**config.mk**
```make
export PLATFORM = sky130hd
export DESIGN_NAME = sw_ingress_buf
export DESIGN_NICKNAME = d
export VERILOG_FILES = /design/src/rtl/sw_pkg.sv /design/src/rtl/sw_fifo_mem.sv /design/src/rtl/sw_ingress_buf.sv
export SDC_FILE = /design/constraint.sdc
export NUM_CORES = 1
export LEC_CHECK = 0
export ABC_AREA = 1
export CORE_MARGIN = 2
export CORE_UTILIZATION = 57
export DETAILED_ROUTE_END_ITERATION = 16
export GPL_TIMING_DRIVEN = 0
export PLACE_DENSITY = 0.76
export SYNTH_ARGS = -nofsm -noshare
export SYNTH_HDL_FRONTEND = slang
export SYNTH_HIERARCHICAL = 1
export SYNTH_SLANG_ARGS = --single-unit
```
**constraint.sdc**
```tcl
create_clock -name clk -period 3.5 [get_ports clk]
set_clock_uncertainty 0.1 [all_clocks]
set_input_delay 0.35 -clock clk [delete_from_list [all_inputs] [get_ports clk]]
set_output_delay 0.35 -clock clk [all_outputs]
set_load 0.1 [all_outputs]
```
**src/rtl/sw_pkg.sv**
```systemverilog
// Shared types and default sizes for the switch ingress buffer.
package sw_pkg;

  localparam int SW_DATA_W  = 8;
  localparam int SW_DEPTH   = 64;
  localparam int SW_MAX_PKT = 16;

  typedef enum logic [1:0] {
    IDLE = 2'd0,
    RECV = 2'd1,
    DROP = 2'd2
  } sw_state_e;

  typedef struct packed {
    logic [SW_DATA_W-1:0] data;
    logic                 last;
  } sw_entry_t;

endpackage

```
**src/rtl/sw_fifo_mem.sv**
```systemverilog
// Packet FIFO storage: synchronous write, asynchronous (fall-through) read.
module sw_fifo_mem
  import sw_pkg::*;
#(
  parameter int WIDTH = $bits(sw_entry_t),
  parameter int DEPTH = SW_DEPTH,
  parameter int AW    = $clog2(DEPTH)
) (
  input  logic             clk,
  input  logic             we_i,
  input  logic [AW-1:0]    waddr_i,
  input  logic [WIDTH-1:0] wdata_i,
  input  logic [AW-1:0]    raddr_i,
  output logic [WIDTH-1:0] rdata_o
);

  logic [WIDTH-1:0] mem_q [DEPTH];

  always_ff @(posedge clk) begin
    if (we_i) mem_q[waddr_i] <= wdata_i;
  end

  assign rdata_o = mem_q[raddr_i];

endmodule

```
**src/rtl/sw_ingress_buf.sv**
```systemverilog
// Switch ingress port: stages framed bytes, commits or drops whole packets.
// Define SW_INGRESS_STATS_EN to add pkt_cnt/drop_cnt saturating counters.
module sw_ingress_buf
  import sw_pkg::*;
#(
  parameter int DATA_W  = SW_DATA_W,
  parameter int DEPTH   = SW_DEPTH,
  parameter int MAX_PKT = SW_MAX_PKT
) (
  input  logic              clk,
  input  logic              rst_n,
  input  logic [DATA_W-1:0] data_in,
  input  logic              sw_enable_in,
  output logic              read_out,
  output logic [DATA_W-1:0] out_data,
  output logic              out_valid,
  output logic              out_last,
  input  logic              out_ready,
  output logic              drop_o
`ifdef SW_INGRESS_STATS_EN
  ,
  output logic [15:0]       pkt_cnt,
  output logic [15:0]       drop_cnt
`endif
);

  localparam int AW = $clog2(DEPTH);
  localparam int PW = AW + 1;
  localparam int LW = $clog2(MAX_PKT + 1);

  typedef struct packed {
    logic [DATA_W-1:0] data;
    logic              last;
  } entry_t;

  sw_state_e         state_q, state_d;
  logic [PW-1:0]     wr_spec_q, wr_spec_d;
  logic [PW-1:0]     wr_cmt_q, wr_cmt_d;
  logic [PW-1:0]     rd_q, rd_d;
  logic [LW-1:0]     len_q, len_d;
  logic [DATA_W-1:0] stage_q, stage_d;
  logic              drop_q, drop_d;
  logic              busy_q, busy_d;
  logic              full, pop, we;
  logic [PW-1:0]     used;
  logic [PW:0]       free;
  entry_t            wentry, rentry;

  assign full = ((wr_spec_q ^ rd_q) == {1'b1, {AW{1'b0}}});

  // State register and datapath registers
  always_ff @(posedge clk or negedge rst_n) begin
    if (!rst_n) begin
      state_q   <= IDLE;
      wr_spec_q <= '0;
      wr_cmt_q  <= '0;
      rd_q      <= '0;
      len_q     <= '0;
      stage_q   <= '0;
      drop_q    <= 1'b0;
      busy_q    <= 1'b0;
    end else begin
      state_q   <= state_d;
      wr_spec_q <= wr_spec_d;
      wr_cmt_q  <= wr_cmt_d;
      rd_q      <= rd_d;
      len_q     <= len_d;
      stage_q   <= stage_d;
      drop_q    <= drop_d;
      busy_q    <= busy_d;
    end
  end

  always_comb begin
    state_d = state_q;
    case (state_q)
      IDLE: if (sw_enable_in) state_d = RECV;
      RECV: begin
        if (sw_enable_in) begin
          if (len_q == LW'(MAX_PKT) || full) state_d = DROP;
        end else begin
          state_d = IDLE;
        end
      end
      DROP:    if (!sw_enable_in) state_d = IDLE;
      default: state_d = IDLE;
    endcase
  end

  always_comb begin
    we        = 1'b0;
    wentry    = '{data: stage_q, last: 1'b0};
    wr_spec_d = wr_spec_q;
    wr_cmt_d  = wr_cmt_q;
    len_d     = len_q;
    stage_d   = stage_q;
    drop_d    = 1'b0;
    case (state_q)
      IDLE: begin
        if (sw_enable_in) begin
          stage_d = data_in;
          len_d   = LW'(1);
        end
      end
      RECV: begin
        if (sw_enable_in) begin
          if (len_q == LW'(MAX_PKT) || full) begin
            wr_spec_d = wr_cmt_q;
          end else begin
            we        = 1'b1;
            wr_spec_d = wr_spec_q + PW'(1);
            stage_d   = data_in;
            len_d     = len_q + LW'(1);
          end
        end else if (full) begin
          // No room for the final byte (upstream ignored busy): discard rather than overwrite.
          wr_spec_d = wr_cmt_q;
          drop_d    = 1'b1;
        end else begin
          we          = 1'b1;
          wentry.last = 1'b1;
          wr_spec_d   = wr_spec_q + PW'(1);
          wr_cmt_d    = wr_spec_q + PW'(1);
        end
      end
      DROP:    if (!sw_enable_in) drop_d = 1'b1;
      default: ;
    endcase
  end

  sw_fifo_mem #(
    .WIDTH($bits(entry_t)),
    .DEPTH(DEPTH)
  ) u_mem (
    .clk    (clk),
    .we_i   (we),
    .waddr_i(wr_spec_q[AW-1:0]),
    .wdata_i(wentry),
    .raddr_i(rd_q[AW-1:0]),
    .rdata_o(rentry)
  );

  // Output side only ever sees data up to the committed pointer
  assign out_valid = (rd_q != wr_cmt_q);
  assign pop       = out_valid & out_ready;
  assign rd_d      = rd_q + PW'(pop);
  assign out_data  = out_valid ? rentry.data : '0;
  assign out_last  = out_valid & rentry.last;
  assign drop_o    = drop_q;

  assign used     = wr_cmt_q - rd_q;
  assign free     = (PW+1)'(DEPTH) - {1'b0, used};
  assign busy_d   = (free < (PW+1)'(MAX_PKT));
  assign read_out = busy_q;

`ifdef SW_INGRESS_STATS_EN
  logic        commit;
  logic [15:0] pkt_cnt_q, drop_cnt_q;

  assign commit = (state_q == RECV) && !sw_enable_in && !full;

  always_ff @(posedge clk or negedge rst_n) begin
    if (!rst_n) begin
      pkt_cnt_q  <= '0;
      drop_cnt_q <= '0;
    end else begin
      if (commit && pkt_cnt_q != 16'hFFFF) pkt_cnt_q <= pkt_cnt_q + 16'd1;
      if (drop_d && drop_cnt_q != 16'hFFFF) drop_cnt_q <= drop_cnt_q + 16'd1;
    end
  end

  assign pkt_cnt  = pkt_cnt_q;
  assign drop_cnt = drop_cnt_q;
`endif

endmodule

```
# Word level (Yosys, flattened, before mapping)
# Memory sizes are Yosys's and may differ from the RTL's.
# Cells that the tools add are included.
totals:
  ff_bits: 38
  output_inout_bits: 12
  n_memories: 1
  mem_bits_rw: 576
  in_bits: 12
memory_table:
  columns: ["memory", "words", "word_bits", "rd", "rd_ports_with_merged_regs", "wr", "line", "text"]
  rows:
  - ["u_mem.mem_q", 64, 9, 1, 0, 1, "sw_fifo_mem.sv:17", "logic [WIDTH-1:0] mem_q [DEPTH];"]
op_classes:
  n_addsub: 5
  n_reduce_logical: 6
  n_mux: 29
  eq_ne: 10
  n_bitwise: 4
  magnitude_cmp: 1
ops:
  columns: ["cell", "count"]
  rows:
  - ["$mux W8", 4]
  - ["$mux W7", 3]
  - ["$pmux W8 S2", 1]
  - ["$mux W5", 3]
  - ["$mux W1", 11]
  - ["$pmux W5 S2", 1]
  - ["$lt A8 B5 Y1 const B", 1]
  - ["$mux W2", 4]
  - ["$ne A2 B2 Y1 const B", 4]
  - ["$sub A7 B7 Y8 const A", 1]
  - ["$add A7 B1 Y7", 1]
  - ["$add A7 B1 Y7 const B", 1]
  - ["$eq A7 B7 Y1 const B", 1]
  - ["$ne A7 B7 Y1", 1]
  - ["$sub A7 B7 Y7", 1]
  - ["$xor A7 B7 Y7", 1]
  - ["$pmux W2 S3", 1]
  - ["$add A5 B1 Y5 const B", 1]
  - ["$eq A5 B5 Y1 const B", 1]
  - ["$reduce_and A4 Y1", 1]
  - ["$ne A3 B3 Y1 const B", 1]
  - ["$reduce_and A3 Y1", 1]
  - ["$and A1 B1 Y1", 2]
  - ["$eq A2 B1 Y1 const B", 1]
  - ["7 further kinds", 7]

# Logic depth before layout (Yosys ltp)
# Gate-level depths: netlist of the first run.
logic_depth:
  ltp_word: 8
  ltp_mapped: 14

# Cells and area by module
# Netlist of the first run, hierarchy kept.
by_module_without_submodules:
  columns: ["mod", "area_per_inst_um2", "n_inst", "seq_area_each_um2", "cells_per_inst"]
  rows:
  - ["sw_fifo_mem", 23618.9, 1, 17296.6, 2007]
  - ["sw_ingress_buf", 2637.5, 1, 950.9, 372]

# Worst setup path before layout of the first run
# No wires, ideal clock.
synth_timing:
  kind: "reg2reg"
  startpoint: "register wr_spec_q[3]"
  endpoint: "memory u_mem/mem_q[48][0] in the netlist's numbering, enable pin"
  n_path_buf: 2
  setup_slack_ns: 0.247
  t_arrival_ns: 2.754
  stages_incl_launch_ff: 14
  period_less_slack_ns: 3.253
  setup_ns: 0.399
  path_cell_list: "dfrtp_1 -> inv_1 -> nand2_1 -> nand2_2 -> nor2_4 -> nand2_4 -> nor2_8 -> nor2_8 -> nand2_8 -> buf_6 -> nand2_1 -> clkbuf_1 -> nand4_1 -> nor4_1"
synth_via:
  elab_chain_cells: 8
synth_rtl:
  columns: ["element", "line", "text"]
  rows:
  - ["start: declaration", "sw_ingress_buf.sv:37", "logic [PW-1:0] wr_spec_q, wr_spec_d;"]
  - ["start signal: assignment", "sw_ingress_buf.sv:64", "wr_spec_q <= wr_spec_d;"]
  - ["$xor A7 B7 Y7 (*)", "sw_ingress_buf.sv:49", "assign full = ((wr_spec_q ^ rd_q) == {1'b1, {AW{1'b0}}});"]
  - ["$eq A7 B7 Y1 (*)", "sw_ingress_buf.sv:49", null]
  - ["$logic_or A1 B1 Y1", "sw_ingress_buf.sv:107", "if (len_q == LW'(MAX_PKT) || full) begin"]
  - ["$mux W1", "sw_ingress_buf.sv:107", null]
  - ["$mux W1 (*)", "sw_ingress_buf.sv:106", "if (sw_enable_in) begin"]
  - ["$mux W1 (*)", "sw_ingress_buf.sv:98", "case (state_q)"]
  - ["net we", "sw_ingress_buf.sv:44", "logic full, pop, we;"]
  - ["$mux W1 (*)", "sw_fifo_mem.sv:20", "if (we_i) mem_q[waddr_i] <= wdata_i;"]
  - ["$mux W1 (not written as such) (*)", "sw_fifo_mem.sv:20", null]
  - ["end: declaration", "sw_fifo_mem.sv:17", null]
# The timed path passes the listed nets; every way through them passes the cells marked *.

==> impl_metrics.ini, run 1 <==
[synthesis]
synth.cell_area_um2 = 26300
synth.avg_cell_area_um2 = 11.0
dominantRegCellSynth = edfxtp_1
synth_cells = 2379
yosysWarnings = 6
synth_top_area_cell = edfxtp_1
synth_enable_flop_cells = 576
postSynthNetCount = 2406
synth.distinct_cells = 35
synth_top_cells_by_area = edfxtp_1 66%, nand2_1 12%, nand3_1 10%
ys_seq_elements = 614
synth_commonest_cells = 856 x nand2_1, 576 x edfxtp_1, 537 x nand3_1
synth_sequential_area_ratio_pct = 69.5
async_flop_share_pct = 6.19
synth_most_common_cell = nand2_1
yosysTopAreaCellShare_pct = 65.9

[timing]
timing.final.crit_share_pct = 101
setup_ws_final_ps = -35.7
worst-slew-pin-transition_ps = 971
fin_crit_ps = 3540
finalHoldViolations = 0
max_freq_ghz = 0.283
timing.max_slew.rel_slack_pct = 35.1
maxSlewViolCount = 0
setup_viol = 2

[clocking]
clk-insertion-delay-late_ps = 620
clk_pin_slew_ps = 60
clock_sink_count = 614
clock_path_buffers = 3
cts_root_buf = clkbuf_16
clock_tree_from_tritoncts = yes
cts_made_buffers = 58
clock_tree.htree_level_count = 2

[finish]
antenna_diodes = 0
finalNetCount = 2530
flow.area_growth_from_synthesis_pct = 14.8
n_fill_cell = 3240
layout.cells.non_filler = 3145
share_of_final_layout_standard_cells_stronger_than_drive_strength_1_pct = 13.6

[status]
failed_checks = setup timing
run_status = finished with violations

[grt]
overflow = 0
grt_antenna_before_repair = 0
maximum_number_of_pins_on_one_net_before_global_route_repair = 45
grt_pass1_wl_um = 113000
globalRouteTotalUtil_pct = 32.5
grt_pass1_vias = 18300

[floorplanning]
start_util_pct = 57.9
area_enclosed_by_the_die_boundary_um2 = 47800
fp.coreArea_um2 = 45400
floorplan.io_pins = 24
die_x_um = 219
core.rowCount = 78
floorplan.die.height_um = 219

[routing]
detail_route.vias_per_cell = 6.13
route.final.wire_length_um = 77100
antenna_violating_nets_post_route = 0
firstDrtPassIters = 6
dr_total_vias = 19300
avgRoutedWirePerCell_um = 24.5
drc = 0
drtIter0Drc = 2854

[worst_setup_path]
worst_r2r_path_depth = 15
cp.arrival_ps = 3090
critPathMaxFanout = 10
critical_path.startpoint_type = flip-flop
worstSetupPathType = flip-flop to primary output
worst_setup_path_end_kind = primary output
timing.critical_path.required_ps = 3050

[place]
post-place-cells = 3019
portBuffers = 23
dp_hpwl_um = 51000
finalWeightedCongestion = 0.957

[power]
power_switching_share_pct = 43.2
leakagePower_nw = 11.5
power.switching_mw = 12.6
vdd.ir_drop.worst_mv = 0.957
post-layout-total-power_mw = 29.2
internal-power_mw = 16.6
seq_power_share_pct = 34.7
part_of_the_total_power_dissipated_in_the_clock_network_pct = 20.8
comb_power_share_pct = 44.5
power-per-cell-area_nw_per_um2 = 968

[flow_run]
max_cap_viol_count = 0

[worst_hold_path]
timing.hold.worst_path_depth = 3
hold_path.class = input port to flip-flop
[kinds of logic after synthesis]
logic type	after synthesis	share of synthesized area, %
simple gates	1513	24.8
flops	614	69.5
buf+inv	205	4.10
compound gates	18	0.372
fa+ha+maj	15	0.743
xor+xnor	13	0.434
mux	1	0.0381
[metrics by stage]
| step | utilization (%) | hold slack (ps) | cell area (um2) | setup WS, ps | setup TNS [ps] |
|---|---|---|---|---|---|
| 6_report | 66.4 | 163 | 30100 | -35.7 | -36.7 |
| 3_3_place_gp | 60.0 | 382 | 27200 | -1430 | -326090 |
| 4_1_cts | 65.6 | 145 | 29800 | -270 | -4110 |
| 2_1_floorplan | - | -45.6 | 26300 | 247 | 0 |
| 5_1_grt | 66.4 | 166 | 30100 | -37.1 | -163 |
| 3_5_place_dp | 60.7 | 399 | 27500 | -900 | -283120 |
[worst paths after layout]
| kind | slack, ps | from | to |
|---|---|---|---|
| min in group asynchronous | 270 | rst_n | wr_spec_q[5] |
| hold reg to reg | 430 | state_q[1] | state_q[1] |
| max in group asynchronous | 2400 | rst_n | stage_q[5] |
| setup / recovery | -40 | rd_q[0] | out_data[7] |
| hold / removal | 160 | data_in[7] | stage_q[7] |
| setup reg to reg | 90 | wr_spec_q[3] | u_mem/mem_q[33][1] |
[timing repair]
| action | CTS | global route |
|---|---|---|
| pin swaps | 7 | 0 |
| endpoints found under the hold margin | 38 | 0 |
| setup buffers | 16 | 7 |
| gates resized for setup | 154 | 97 |
| gates cloned | 0 | 0 |
| setup endpoints to repair | 559 | 343 |
| hold buffers | 1 | 0 |
[sequential cells by signal (all words and copies together) (netlist names)]
register,count
state_q,2
rd_q,7
drop_o,1
len_q,5
wr_spec_q,7
stage_q,8
read_out,1
wr_cmt_q,7
u_mem/mem_q,576
[cell type report]
type | count | area, um2 | share of cell area (%)
Buffer | 130 | 950 | 3.15
Clock buffer | 72 | 1530 | 5.06
Clock inverter | 30 | 274 | 0.909
Inverter | 75 | 298 | 0.988
Multi-Input combinational cell | 1560 | 7320 | 24.3
Sequential cell | 614 | 18300 | 60.6
Tap cell | 600 | 751 | 2.49
Timing Repair Buffer | 64 | 772 | 2.56
[placed cells by master (no fill, tap or decap), types with 12 or more instances in the layout]
master / Yosys / routed
nand4_1: 12 / 12
clkdlybuf4s50_1: 0 / 12
dfrtp_1: 38 / 28
buf_2: 54 / 38
inv_1: 63 / 61
nor2_1: 80 / 30
nor2_2: 2 / 35
nand2_2: 5 / 12
buf_12: 0 / 21
clkbuf_1: 28 / 28
clkinv_1: 4 / 16
buf_6: 27 / 28
nand2_1: 856 / 849
clkbuf_2: 0 / 12
nor2_4: 2 / 19
clkbuf_4: 0 / 16
ha_1: 14 / 14
clkbuf_16: 0 / 59
edfxtp_1: 576 / 576
nand3_1: 537 / 529
buf_4: 8 / 40
[worst max-delay path: stages (launching register included)]
cell	delay, ps
dfrtp_2	450
buf_8	220
buf_6	220
buf_2	270
nand2_1	90
nand3_1	110
nand3_1	100
nand2_1	120
nand2_1	100
nand3_1	100
nand3_1	130
nand2_1	100
nand2_1	120
inv_1	150
buf_12	180
[power by group through the flow]
stage	Combinational, mW	Sequential, mW	Clock, mW
global route	13.7	10.2	6.37
detailed placement	11.6	10.3	0
global placement	10.6	10.8	0
finish	13.0	10.1	6.07
floorplan	7.27	10.1	0
CTS	12.1	10.1	6.11
[per-layer routing]
metal | part of all wire [%] | vias up | track usage (%)
met5 | 0 | - | 0
met4 | 5.5 | 0 | 15.5
li1 | - | 8496 | -
met3 | 12 | 255 | 5.92
met1 | 36 | 9160 | 44.0
met2 | 46 | 1381 | 51.5
Power figures use the tool's default switching activity.
==> run 2: changes to the inputs <==
--- a/config.mk
+++ b/config.mk
@@ -10,7 +10,7 @@
 export CORE_UTILIZATION = 57
 export DETAILED_ROUTE_END_ITERATION = 16
 export GPL_TIMING_DRIVEN = 0
-export PLACE_DENSITY = 0.76
+export PLACE_DENSITY_LB_ADDON = 0.1
 export SYNTH_ARGS = -nofsm -noshare
 export SYNTH_HDL_FRONTEND = slang
 export SYNTH_HIERARCHICAL = 1
==> run 2 against run 1 <==
  * Count of clock-buffer cells in the layout is 2 lower
  * Via count decreased by 1.3%
  * Wire length is 0.53% higher
  * Maximum frequency increased by 2.1%
  * Combinational power about the same
  * Largest cell class unchanged
  * Sequential cell count stayed put
  * The run now ends clean
==> impl_metrics.ini, run 2 (same netlist as run 1, synthesis figures left out) <==
[power]
vdd.ir_drop.worst_mv = 1.33
post-layout-total-power_mw = 29.8
seq_power_share_pct = 33.8
power_switching_share_pct = 43.1
internal-power_mw = 16.9
power.switching_mw = 12.8
part_of_the_total_power_dissipated_in_the_clock_network_pct = 21.7
comb_power_share_pct = 44.5
leakagePower_nw = 11.6
power-per-cell-area_nw_per_um2 = 979

[timing]
final.setup.tns_ps = 0
timing.max_slew.rel_slack_pct = 35.5
setup_viol = 0
final.hold.worst_slack_ps = 141
timing.final.crit_share_pct = 98.9
grt_setup_unrepaired = yes
maxSlewViolCount = 0
fin_crit_ps = 3460
worst-slew-pin-transition_ps = 965
max_freq_ghz = 0.289
finalHoldViolations = 0

[finish]
antenna_diodes = 0
layout.cells.non_filler = 3154
largest_reg_flops = 576
regMostFlops = u_mem/mem_q
final_core_utilization_pct = 67.0
final_cell_mix = 853 x nand2_1, 576 x edfxtp_1, 510 x nand3_1, 62 x clkbuf_16, 57 x inv_1
flow.area_growth_from_synthesis_pct = 15.8
reg.largest.list = u_mem/mem_q: 576 flops, stage_q: 8 flops
share_of_final_layout_standard_cells_stronger_than_drive_strength_1_pct = 15.0
mostFrequentLayoutCell = nand2_1
finalNetCount = 2530

[clocking]
clk_pin_slew_ps = 60
clock_tree_from_tritoncts = yes
clock_path_buffers = 3
clock_sink_count = 614
clock_tree.htree_level_count = 2
clk-insertion-delay-late_ps = 630
cts_made_buffers = 61
cts_root_buf = clkbuf_16

[routing]
firstDrtPassIters = 7
drc = 0
route.final.wire_length_um = 77500
avgRoutedWirePerCell_um = 24.6
antenna_violating_nets_post_route = 0
dr_total_vias = 19000
detail_route.vias_per_cell = 6.04
drtIter0Drc = 2620

[worst_setup_path]
critical_path.startpoint_type = flip-flop
worstSetupPathType = flip-flop to primary output
critPathMaxFanout = 10
r2r_setup_slack_ps = 140
timing.critical_path.required_ps = 3050
cp.arrival_ps = 3010
worst_setup_path_end_kind = primary output

[place]
dp_hpwl_um = 52000
post-place-cells = 3019
portBuffers = 23
finalWeightedCongestion = 0.974

[worst_hold_path]
hold_path.class = input port to flip-flop

[floorplanning]
start_util_pct = 57.9
floorplan.die.height_um = 219
core.rowCount = 78
die_x_um = 219
floorplan.io_pins = 24
fp.coreArea_um2 = 45400
area_enclosed_by_the_die_boundary_um2 = 47800

[grt]
maximum_number_of_pins_on_one_net_before_global_route_repair = 55
grt_pass1_wl_um = 113000
grt_antenna_before_repair = 1
grt_pass1_vias = 17800
overflow = 0
globalRouteTotalUtil_pct = 33.0

[flow_run]
max_cap_viol_count = 0

[status]
run_status = finished, final reports clean
run 2: cell types whose count changed in the layout (fill, tap and decap cells not counted), moves of 4 or more:
cell / delta
nand2_1: +4
nor2_4: -4
clkinv_2: +4
inv_1: -4
clkbuf_1: -9
inv_2: +5
nand3_2: +19
buf_2: -6
nand2_2: -4
buf_4: +9
nand3_1: -19
clkbuf_4: -6
nor2_2: +5
run 2: what timing repair did:
| item | CTS | global route |
|---|---|---|
| gates cloned | 0 | 1 |
| resized for setup | 202 | 92 |
| hold buffers | 1 | 0 |
| hold endpoints to repair | 38 | 0 |
| buffers inserted | 19 | 1 |
| setup endpoints to repair | 567 | 347 |
| pin swaps | 8 | 2 |
run 2: power by group through the flow:
stage,Sequential [mW],Combinational (mW),Clock [mW]
floorplan,10.1,7.27,0
global placement,10.9,10.8,0
detailed placement,10.2,11.8,0
CTS,10.1,12.5,6.50
global route,10.1,14.1,6.80
finish,10.1,13.3,6.46
run 2: metrics by stage:
step,worst slack (ps),instance area [um2]
after floorplan,247,26300
after global placement,-1410,27200
after detailed placement,-743,27500
after CTS,-0.885,30100
after global routing,-3.86,30400
final,38.0,30400
run 2: area by class of cell:
class / count / area [um2]
sequential: 614 / 18300
fill: 3378 / 15000
multi-input combinational: 1560 / 7390
clock buffer: 70 / 1560
buffer: 129 / 997
timing repair buffer: 62 / 754
tap: 600 / 751
clock inverter: 44 / 403
inverter: 75 / 303
run 2: worst paths after layout:
check,from,endpoint,depth (start not counted)
worst min-delay path,data_in[5],stage_q[5],3
worst max-delay path,rd_q[0],out_data[5],15
max in group asynchronous,rst_n,rd_q[1],2
worst min register to register,state_q[1],state_q[1],2
worst max register to register,wr_spec_q[3],u_mem/mem_q[5][2],13
min in group asynchronous,rst_n,wr_cmt_q[0],2
run 2: worst max-delay path, cell delays in order, from the launching register on:
cell and delay [ps]:
dfrtp_2 440, buf_8 180, clkinv_8 110, buf_12 170, buf_6 150, nand2_1 60
nand3_1 150, nand3_1 170, nand2_1 150, nand2_1 70, nand3_1 90, nand3_1 110
nand2_1 90, nand2_1 110, inv_1 140, buf_12 180
run 2: layer usage:
layer	GRT usage (%)	vias to the layer above	part of all wire, %
li1	-	8488	-
met1	46.3	9252	39
met2	50.9	1116	46
met3	6.22	191	10
met4	14.0	0	4.5
met5	0	-	0
